$ cat config.mk
export PLATFORM = sky130hd
export DESIGN_NAME = out_arbiter
export DESIGN_NICKNAME = d
export VERILOG_FILES = /design/src/rtl/out_arbiter_pkg.sv /design/src/rtl/out_arbiter_rr_pick.sv /design/src/rtl/out_arbiter.sv
export SDC_FILE = /design/constraint.sdc
export NUM_CORES = 1
export LEC_CHECK = 0
export ABC_AREA = 1
export CORE_ASPECT_RATIO = 0.6
export CORE_MARGIN = 2
export CORE_UTILIZATION = 43
export DETAILED_ROUTE_END_ITERATION = 12
export PLACE_DENSITY = 0.82
export SLEW_MARGIN = 20
export SYNTH_ARGS = -nofsm -noshare
export SYNTH_HDL_FRONTEND = slang
export SYNTH_SLANG_ARGS = --single-unit
$ cat constraint.sdc
create_clock -name clock -period 3 [get_ports clock]
set_input_delay 0.9 -clock clock [delete_from_list [all_inputs] [get_ports clock]]
set_output_delay 0.9 -clock clock [all_outputs]
set_load 0.05 [all_outputs]
$ cat src/rtl/out_arbiter_pkg.sv
// Shared definitions for the display-write arbiter: FSM encoding, slot count
// and default datapath widths.
package out_arbiter_pkg;

  typedef enum logic {
    ST_INIT = 1'b0,
    ST_RUN  = 1'b1
  } state_t;

  localparam int NSLOT      = 16;
  localparam int DEF_DATA_W = 16;
  localparam int DEF_SEL_W  = 4;

endpackage

$ cat src/rtl/out_arbiter_rr_pick.sv
// Stateless round-robin picker: the first set request at or above ptr
// (wrapping modulo NREQ) wins.
module rr_pick #(
  parameter int NREQ = 4
) (
  input  logic [NREQ-1:0]         req,
  input  logic [$clog2(NREQ)-1:0] ptr,
  output logic [NREQ-1:0]         grant,
  output logic [$clog2(NREQ)-1:0] idx,
  output logic                    any
);

  localparam int IDX_W = $clog2(NREQ);

  logic [IDX_W-1:0] cand;

  // NREQ is a power of two, so the candidate index wraps by truncation.
  always_comb begin
    grant = '0;
    idx   = '0;
    any   = 1'b0;
    cand  = '0;
    for (int unsigned off = 0; off < NREQ; off++) begin
      cand = ptr + IDX_W'(off);
      if (!any && req[cand]) begin
        grant[cand] = 1'b1;
        idx         = cand;
        any         = 1'b1;
      end
    end
  end

endmodule

$ cat src/rtl/out_arbiter.sv
// Shares the display write port among NREQ requesters; after reset or clear
// it first walks all slots writing INIT_VAL, then arbitrates round-robin.
module out_arbiter
  import out_arbiter_pkg::*;
#(
  parameter int                NREQ     = 4,
  parameter int                DATA_W   = DEF_DATA_W,
  parameter int                SEL_W    = DEF_SEL_W,
  parameter logic [DATA_W-1:0] INIT_VAL = '0
) (
  input  logic                     clock,
  input  logic                     reset,
  input  logic [NREQ-1:0]          req_valid,
  input  logic [NREQ*DATA_W-1:0]   req_data,
  input  logic [NREQ*SEL_W-1:0]    req_sel,
  output logic [NREQ-1:0]          req_ready,
  input  logic                     clear,
  output logic                     busy,
  output logic [DATA_W-1:0]        outval1,
  output logic [SEL_W-1:0]         outsel,
  output logic                     outdisplay,
  output logic [$clog2(NREQ)-1:0]  grant_id
);

  localparam int IDX_W = $clog2(NREQ);
  localparam int CNT_W = $clog2(NSLOT);

  state_t            state, state_nxt;
  logic [CNT_W-1:0]  cnt, cnt_nxt;
  logic [IDX_W-1:0]  ptr;
  logic [IDX_W-1:0]  pick_idx;
  logic [NREQ-1:0]   pick_grant;
  logic              pick_any;
  logic              init_wr;
  logic              xfer;
  logic [DATA_W-1:0] win_data;
  logic [SEL_W-1:0]  win_sel;

  rr_pick #(.NREQ(NREQ)) u_pick (
    .req   (req_valid),
    .ptr   (ptr),
    .grant (pick_grant),
    .idx   (pick_idx),
    .any   (pick_any)
  );

  always_comb begin
    win_data = '0;
    win_sel  = '0;
    for (int unsigned i = 0; i < NREQ; i++) begin
      if (pick_grant[i]) begin
        win_data = req_data[i*DATA_W +: DATA_W];
        win_sel  = req_sel[i*SEL_W +: SEL_W];
      end
    end
  end

  // clear inside INIT only rewinds the counter; the slot addressed this cycle is still written.
  always_comb begin
    state_nxt = state;
    cnt_nxt   = cnt;
    req_ready = '0;
    init_wr   = 1'b0;
    xfer      = 1'b0;
    case (state)
      ST_INIT: begin
        init_wr = 1'b1;
        if (clear) begin
          cnt_nxt = '0;
        end else if (cnt == CNT_W'(NSLOT - 1)) begin
          cnt_nxt   = '0;
          state_nxt = ST_RUN;
        end else begin
          cnt_nxt = cnt + CNT_W'(1);
        end
      end
      ST_RUN: begin
        if (clear) begin
          state_nxt = ST_INIT;
          cnt_nxt   = '0;
        end else begin
          req_ready = pick_grant;
          xfer      = pick_any;
        end
      end
      default: state_nxt = ST_INIT;
    endcase
  end

  assign busy = (state == ST_INIT);

  always_ff @(posedge clock or negedge reset) begin
    if (!reset) begin
      state      <= ST_INIT;
      cnt        <= '0;
      ptr        <= '0;
      outdisplay <= 1'b0;
      outval1    <= '0;
      outsel     <= '0;
      grant_id   <= '0;
    end else begin
      state      <= state_nxt;
      cnt        <= cnt_nxt;
      outdisplay <= init_wr | xfer;
      if (init_wr) begin
        outval1 <= INIT_VAL;
        outsel  <= SEL_W'(cnt);
      end else if (xfer) begin
        outval1  <= win_data;
        outsel   <= win_sel;
        grant_id <= pick_idx;
        ptr      <= pick_idx + IDX_W'(1);
      end
    end
  end

endmodule

### After elaboration in Yosys (flattened, before gate mapping)

Index checks and enable logic that the tools add are counted.

| word-level totals | value |
|---|---|
| register bits | 30 |
| input port bits | 87 |
| output and inout port bits | 28 |
| word-level logic and storage cells | 92 |

| cells by class | value |
|---|---|
| add/sub/neg operators | 5 |
| order comparisons | 8 |
| equal/unequal tests | 3 |
| multiplexer cells | 53 |
| bitwise operators | 5 |
| reduce and logical (&&, ||, !) cells | 11 |

Operators with widths:

| operator | number |
|---|---|
| $mux W16 | 6 |
| $mux W4 | 15 |
| $mux W1 | 18 |
| $lt A2 B3 Y1 const B | 4 |
| $or A4 B4 Y4 | 3 |
| $bmux W1 S2 | 4 |
| $demux W1 S2 | 4 |
| $ge A2 B1 Y1 const B | 4 |
| $mux W2 | 4 |
| $pmux W4 S2 | 1 |
| $logic_and A1 B1 Y1 | 7 |
| $add A2 B1 Y2 const B | 2 |
| $add A2 B2 Y2 const B | 2 |
| $add A4 B1 Y4 const B | 1 |
| $eq A4 B4 Y1 const B | 1 |
| $logic_not A1 Y1 | 3 |
| $ne A2 B1 Y1 const B | 1 |
| $ne A2 B2 Y1 const B | 1 |
| $pmux W1 S2 | 1 |
| $reduce_and A2 Y1 | 1 |
| $not A1 Y1 | 1 |
| $or A1 B1 Y1 | 1 |

### Longest topological paths before layout

Gate-level depths: netlist of run 1.

| logic depth | value |
|---|---|
| depth after elaboration | 18 |
| depth in mapped cells | 18 |
| gate-level depth less buffers | 16 |

### Modules after synthesis

From an unflattened synthesis of run 1, not the netlist that was laid out.

| second synthesis, totals | value |
|---|---|
| cell total of the unflattened synthesis | 414 |
| area total of the unflattened synthesis | 2532.4 um^2 |

Modules (own cells, without submodules):

| module | instances | cells an instance | area an instance (um^2) | seq. area each (um^2) |
|---|---|---|---|---|
| out_arbiter | 1 | 340 | 2092.0 | 750.7 |
| rr_pick | 1 | 74 | 440.4 | 0.0 |

### Least setup slack after synthesis of run 1

Ideal clock, no wire load.

| timing | value |
|---|---|
| kind | input to output |
| start | input req_valid[2] |
| end | output req_ready[2] |
| arrival time | 2.166 ns |
| data required time | 2.100 ns |
| path slack | -0.066 ns |
| stages | 9 |
| path buffers | 1 |
| cells stage by stage | inv_1 > o211ai_1 > nand2_2 > nor2_4 > nand2_2 > nand3_4 > buf_2 > nand2_1 > inv_1 |

| between the ends | value |
|---|---|
| cells in the longest elaborated chain, start to end | 14 |
| elaborated cells on any way between the ends | 26 |
| classes of those cells | 17 x mux; 3 x bitwise; 6 x reduce/logical |

Ends and longest elaborated chain:

| element | RTL line | source |
|---|---|---|
| start: declaration | out_arbiter.sv:13 | `input logic [NREQ-1:0] req_valid,` |
| $bmux W1 S2 | out_arbiter_rr_pick.sv:25 | `if (!any && req[cand]) begin` |
| $mux W1 (not written as such) | out_arbiter_rr_pick.sv:25 |  |
| $mux W1 | out_arbiter_rr_pick.sv:25 |  |
| $logic_not A1 Y1 | out_arbiter_rr_pick.sv:25 |  |
| $logic_and A1 B1 Y1 | out_arbiter_rr_pick.sv:25 |  |
| $mux W1 | out_arbiter_rr_pick.sv:25 |  |
| $logic_not A1 Y1 | out_arbiter_rr_pick.sv:25 |  |
| $logic_and A1 B1 Y1 | out_arbiter_rr_pick.sv:25 |  |
| $mux W1 | out_arbiter_rr_pick.sv:25 |  |
| $logic_not A1 Y1 | out_arbiter_rr_pick.sv:25 |  |
| $logic_and A1 B1 Y1 | out_arbiter_rr_pick.sv:25 |  |
| $mux W4 * | out_arbiter_rr_pick.sv:25 |  |
| $mux W4 * | out_arbiter.sv:78 | `if (clear) begin` |
| $mux W4 * | out_arbiter.sv:65 | `case (state)` |
| end: declaration | out_arbiter.sv:16 | `output logic [NREQ-1:0] req_ready,` |

Mark *: on every way between the ends. The rest lies on a longest branch, timed or not. The select of a mux whose other input is x is not followed.

### Worst setup path after layout of run 1

Ends and elaborated chain as after synthesis.

==> impl_metrics.json, run 1 <==
{
  "status": "complete, but fails checks",
  "violations": "setup timing",
  "worst_r2r_path_depth": 17,
  "r2r_slack_ns": 0.45,
  "drtIter0Drc": 301,
  "vias": 3232,
  "synth_top_area_cell": "dfrtp_1",
  "grt_pass1_wl_um": 14700,
  "hold_class": "flop to flop",
  "r2r_end": "outsel[1]",
  "finalPower_mw": 2.63,
  "core_um2": 5700,
  "dieArea_um2": 6700,
  "clk_pin_slew_ns": 0.06,
  "synth.avg_cell_area_um2": 6.27,
  "cts_buffers": 5,
  "die_w_um": 104,
  "crit-reg2reg-launch": "ptr[0]",
  "post_dp_cell_area_um2": 3910,
  "gr-usage-met3_pct": 6.22,
  "cp-end-kind": "output port",
  "post-dp-hpwl_um": 6580,
  "cp.arrival_ns": 2.12,
  "dieHeight_um": 64.2,
  "ctsLongestPathBuffers": 2,
  "grt_usage_pct": 27.4,
  "holdPathStages": 2,
  "fin_crit_sh_pct": 101,
  "grt_overflow": 0,
  "antennaDiodeCount": 0,
  "instances_no_fill": 627,
  "finalClockSkew_ns": 0.00748,
  "dp_slack_ns": -0.471,
  "setup_viol": 2,
  "synth_nets": 509,
  "utilization_pct": 73.7,
  "synth_cells": 414,
  "cap_violations": 0,
  "vias_per_cell": 5.15,
  "io_buffers": 114,
  "met1_usage_pct": 38.2,
  "power.share.clock_pct": 12.9,
  "timing.hold.ws_ns": 0.487,
  "synth_warnings": 0,
  "synth_area_um2": 2600,
  "h-tree-depth": 2,
  "swShare_pct": 50.2,
  "io_pins": 115,
  "yosys-top-cells-area": "dfrtp_1, nand2_1, a21oi_1, inv_1, nand3_1",
  "clock_sinks": 30,
  "clk-insertion-delay-late_ns": 0.28,
  "seqPwrFrac_pct": 16.8,
  "gp_congestion": 1.04,
  "tns_ns": -0.0316,
  "drive_above_1_share_pct": 17.9,
  "drc": 0,
  "worst_slack_ns": -0.0161,
  "start_util_pct": 45.5,
  "fmaxAchievable_ghz": 0.332,
  "leakagePower_nw": 2.19,
  "dr.pass1.iters": 5,
  "slew_violations": 0,
  "place_inst": 609,
  "synth-seq-area-share_pct": 28.9,
  "final_area_um2": 4200,
  "crit_type": "input pin to output port",
  "relSlewSlack_pct": 64.0,
  "synthToLayoutAreaGrowth_pct": 61.8,
  "p_sw_mw": 1.32,
  "met2_usage_pct": 44.9,
  "hold_viol": 0,
  "synth_cell_types": 34,
  "path_max_fanout": 8,
  "cts-root-buf": "clkbuf_8",
  "tightestPinTransition_ns": 0.539,
  "peakVddDrop_mv": 0.425,
  "num_rows": 21,
  "grt_pass1_vias": 3021,
  "min_to": "outval1[10]",
  "antenna_found_initial": 0,
  "postRouteAntennaNets": 0,
  "required_ns": 2.10,
  "period_needed_ns": 3.02,
  "wirelength_um": 9480,
  "avgRoutedWirePerCell_um": 15.1,
  "p_int_mw": 1.31,
  "comb_power_share_pct": 70.3,
  "busiest_layer": "met2",
  "crit_path_start_kind": "input pin",
  "ys_ff_latch": 30,
  "cts_tree": "yes",
  "powerDensity_nw_per_um2": 627,
  "grt_start_max_net_pins": 41,
  "hp-start": "outval1[10]",
  "nets": 641,
  "yosysTopAreaCellShare_pct": 28.9
}
## kinds of logic after synthesis
| kind of cell | count (synthesis) | synth area share, % |
|---|---|---|
| adder cells (fa/ha/maj) | 8 | 3.86 |
| AO/OA/AOI/OAI | 63 | 13.7 |
| flip-flops | 30 | 28.9 |
| AND/OR/NAND/NOR | 233 | 39.3 |
| XOR/XNOR | 1 | 0.337 |
| buffers and inverters | 79 | 13.8 |
## power groups by stage
stage / combinational, mW / clock (mW) / sequential, mW
after CTS: 1.71 / 0.342 / 0.441
final: 1.85 / 0.341 / 0.443
after floorplan: 1.14 / 0 / 0.479
after detailed placement: 1.63 / 0 / 0.447
after global routing: 2.03 / 0.368 / 0.444
after global placement: 1.59 / 0 / 0.448
## placed cells by master, fill, tap and decap left out, drive strengths merged, types with 3 or more instances in the layout
master,Yosys,layout
nand2,186,186
clkdlybuf4s50,0,106
inv,60,56
a21oi,46,46
buf,18,37
nand3,34,34
dfrtp,30,30
o21ai,8,8
ha,8,8
clkbuf,0,6
nor2,6,6
nand4,5,5
clkinvlp,0,4
a21boi,4,4
clkinv,1,3
## synth_stat cells
master,count
buf_2,10
nand3_1,29
o21ai_0,8
buf_6,4
nor2_4,2
a31oi_1,1
a21oi_1,42
o21a_1,1
inv_6,1
nand2_4,2
nor3_1,1
nand4_1,4
nand2_2,6
ha_1,8
nor2_2,1
a21boi_1,1
nand2_1,178
buf_4,4
xor2_1,1
nor2_1,3
dfrtp_1,30
a21boi_0,2
o32ai_1,1
nand3b_1,1
a22oi_1,1
inv_2,3
nand3_2,4
a21oi_2,4
inv_1,56
a21boi_2,1
nand3_4,1
o211ai_1,1
nand4_2,1
clkinv_1,1
## what timing repair did
item | CTS | global route
cloned | 0 | 0
pin swaps | 12 | 19
setup buffers | 3 | 7
gates resized for setup | 35 | 24
endpoints found under the setup margin | 4 | 4
hold buffers | 0 | 0
## critical path: stages
cell	delay (ns)
buf_6	0.08
inv_2	0.04
o211ai_1	0.28
nand2_4	0.15
nor2_4	0.22
nand2_2	0.10
nand3_4	0.08
nand2_4	0.06
clkinvlp_4	0.08
buf_12	0.13
## layout make-up
type / count / area (µm²)
Inverter: 61 / 248
Clock buffer: 6 / 82.6
Multi-Input combinational cell: 305 / 1590
Fill cell: 452 / 1500
Sequential cell: 30 / 751
Timing Repair Buffer: 143 / 1420
Clock inverter: 2 / 12.5
Tap cell: 80 / 100
## metal layers
layer	vias up	part of all wire, %
met1	1492	44
met3	21	9.7
met4	0	1.8
li1	1552	-
met5	-	0
met2	167	45
## worst max path at each step
stage	startpoint	to	cells after the start	slack (ns)
2_1_floorplan	ptr[0]	req_ready[2]	12	0.003
6_report	req_valid[2]	req_ready[2]	10	-0.02
5_1_grt	req_valid[2]	req_ready[3]	10	-0.08
4_1_cts	req_valid[0]	req_ready[3]	13	0.03
3_3_place_gp	req_valid[3]	req_ready[3]	11	-0.39
3_5_place_dp	req_valid[0]	req_ready[3]	10	-0.47
## sequential cells by signal (all words and copies together) (netlist names)
register / flops
ptr: 2
outdisplay: 1
outsel: 4
grant_id: 2
cnt: 4
outval1: 16
state: 1
No activity file was read; power rests on OpenSTA's default activity.
==> inputs of run 2 (changes only) <==
--- a/config.mk
+++ b/config.mk
@@ -8,9 +8,10 @@
 export ABC_AREA = 1
 export CORE_ASPECT_RATIO = 0.6
 export CORE_MARGIN = 2
-export CORE_UTILIZATION = 43
+export CORE_UTILIZATION = 51
 export DETAILED_ROUTE_END_ITERATION = 12
-export PLACE_DENSITY = 0.82
+export DONT_BUFFER_PORTS = 1
+export PLACE_DENSITY = 0.66
 export SLEW_MARGIN = 20
 export SYNTH_ARGS = -nofsm -noshare
 export SYNTH_HDL_FRONTEND = slang
==> impl_metrics.json, run 2 (synthesis results as in run 1) <==
{
  "vias_per_cell": 5.25,
  "fmaxAchievable_ghz": 0.342,
  "post-dp-hpwl_um": 5100,
  "fin_crit_sh_pct": 97.4,
  "post_dp_cell_area_um2": 2670,
  "dr.pass1.iters": 4,
  "crit-reg2reg-launch": "ptr[0]",
  "cap_violations": 0,
  "grt_pass1_vias": 2280,
  "crit_type": "flop to output port",
  "cts_buffers": 5,
  "top_register": "outval1",
  "grt_pass1_wl_um": 10600,
  "relSlewSlack_pct": 65.5,
  "path_max_fanout": 13,
  "synthToLayoutAreaGrowth_pct": 9.49,
  "grt_start_max_net_pins": 41,
  "rsz0062_at_grt": "true",
  "worstSetupStartpoint": "ptr[0]",
  "ctsHoldBuffers": 0,
  "num_rows": 20,
  "cts-root-buf": "clkbuf_8",
  "gp_congestion": 0.949,
  "clk_pin_slew_ns": 0.06,
  "cts_tree": "yes",
  "final_area_um2": 2840,
  "antenna_found_initial": 0,
  "drive_above_1_share_pct": 15.4,
  "vias": 2555,
  "status": "finished, final reports clean",
  "io_pins": 115,
  "ctsLongestPathBuffers": 2,
  "dieArea_um2": 5700,
  "io_buffers": 0,
  "reg_top3": "outval1: 16 flops, cnt: 4 flops, outsel: 4 flops",
  "grt_usage_pct": 24.4,
  "r2r_end": "outsel[0]",
  "worst_r2r_path_depth": 17,
  "finalClockSkew_ns": 0.00728,
  "peakVddDrop_mv": 0.386,
  "crit_path_start_kind": "flop",
  "drtIter0Drc": 114,
  "nFillCells": 499,
  "powerDensity_nw_per_um2": 790,
  "postRouteAntennaNets": 0,
  "drc": 0,
  "tightestPinTransition_ns": 0.517,
  "setup_viol": 0,
  "nets": 517,
  "cp-end-kind": "output port",
  "die_w_um": 96.1,
  "start_util_pct": 52.1,
  "wirelength_um": 6980,
  "layout_commonest_cell": "nand2_1",
  "layout_common_cells": "nand2_1, inv_1, a21oi_1",
  "slew_violations": 0,
  "utilization_pct": 57.1,
  "clk-insertion-delay-late_ns": 0.28,
  "finalPower_mw": 2.25,
  "setup.worst_path.end": "req_ready[2]",
  "clock_sinks": 30,
  "leakagePower_nw": 1.64,
  "h-tree-depth": 2,
  "core_um2": 4980,
  "period_needed_ns": 2.92,
  "cp.arrival_ns": 2.02,
  "required_ns": 2.10,
  "r2r_slack_ns": 0.52,
  "antennaDiodeCount": 0,
  "grt_overflow": 0,
  "largest_reg_flops": 16,
  "hold_viol": 0,
  "dieHeight_um": 59.3,
  "avgRoutedWirePerCell_um": 14.3,
  "hold_class": "input pin to asynchronous set/reset pin"
}
[run 2: cell types whose count changed in the layout (fill, tap and decap cells not counted), moves of 2 or more]
cell	change
inv_2	-2
inv_1	+2
nand2_4	-4
nand2_1	+11
clkdlybuf4s50_1	-106
buf_6	-3
buf_4	-10
nand2_2	-6
buf_12	-3
buf_8	-2
[run 2: worst min path at each step]
stage	to	slack, ns	cells after the start
2_1_floorplan	outdisplay	0.51	1
3_3_place_gp	cnt[0]	0.58	2
3_5_place_dp	cnt[0]	0.58	2
4_1_cts	outval1[8]	0.31	0
5_1_grt	outval1[8]	0.29	0
6_report	outval1[8]	0.31	0
[run 2: report_power, final]
group | internal, mW | switching (mW)
Sequential | 0.423 | 0.0452
Combinational | 0.500 | 0.963
Clock | 0.176 | 0.137
Total | 1.10 | 1.15
[run 2: final cells by class]
type	instances	area, µm²	area share (%)
Inverter	61	248	8.71
Tap cell	66	82.6	2.90
Multi-Input combinational cell	305	1520	53.6
Timing Repair Buffer	19	155	5.46
Clock buffer	6	82.6	2.90
Sequential cell	30	751	26.4
[run 2: worst max-delay path, cell delays in order, from the launching register on]
cell        delay [ns]
dfrtp_1           0.41
buf_4             0.20
nand2_1           0.11
nand2_2           0.06
nand2_2           0.09
nand2_4           0.10
inv_2             0.07
nand2_2           0.06
nor2_4            0.19
nand2_2           0.10
nand3_4           0.09
nand2_2           0.06
clkinvlp_4        0.22
[run 2: repair_timing]
item | in CTS | in global routing
resized for setup | 3 | 11
setup endpoints to repair | 4 | 4
setup buffers | 0 | 7
pin swaps | 0 | 8
[run 2: stage by stage]
step                hold slack (ns)  worst slack [ns]  setup TNS, ns  cells
global placement              0.578             0.145              0    474
finish                        0.312            0.0781              0    487
detailed placement            0.576             0.121              0    474
global route                  0.290           -0.0249        -0.0931    487
floorplan                     0.509           0.00298              0    414
CTS                           0.306            0.0388              0    480
[run 2: layer usage]
metal	share of wire, %	GRT usage (%)	wire, µm	vias up
met4	0.53	4.29	37	0
met2	45	40.8	3120	78
met3	8.8	8.65	613	5
li1	-	-	-	1303
met1	46	31.2	3210	1169
met5	0	0	0	-
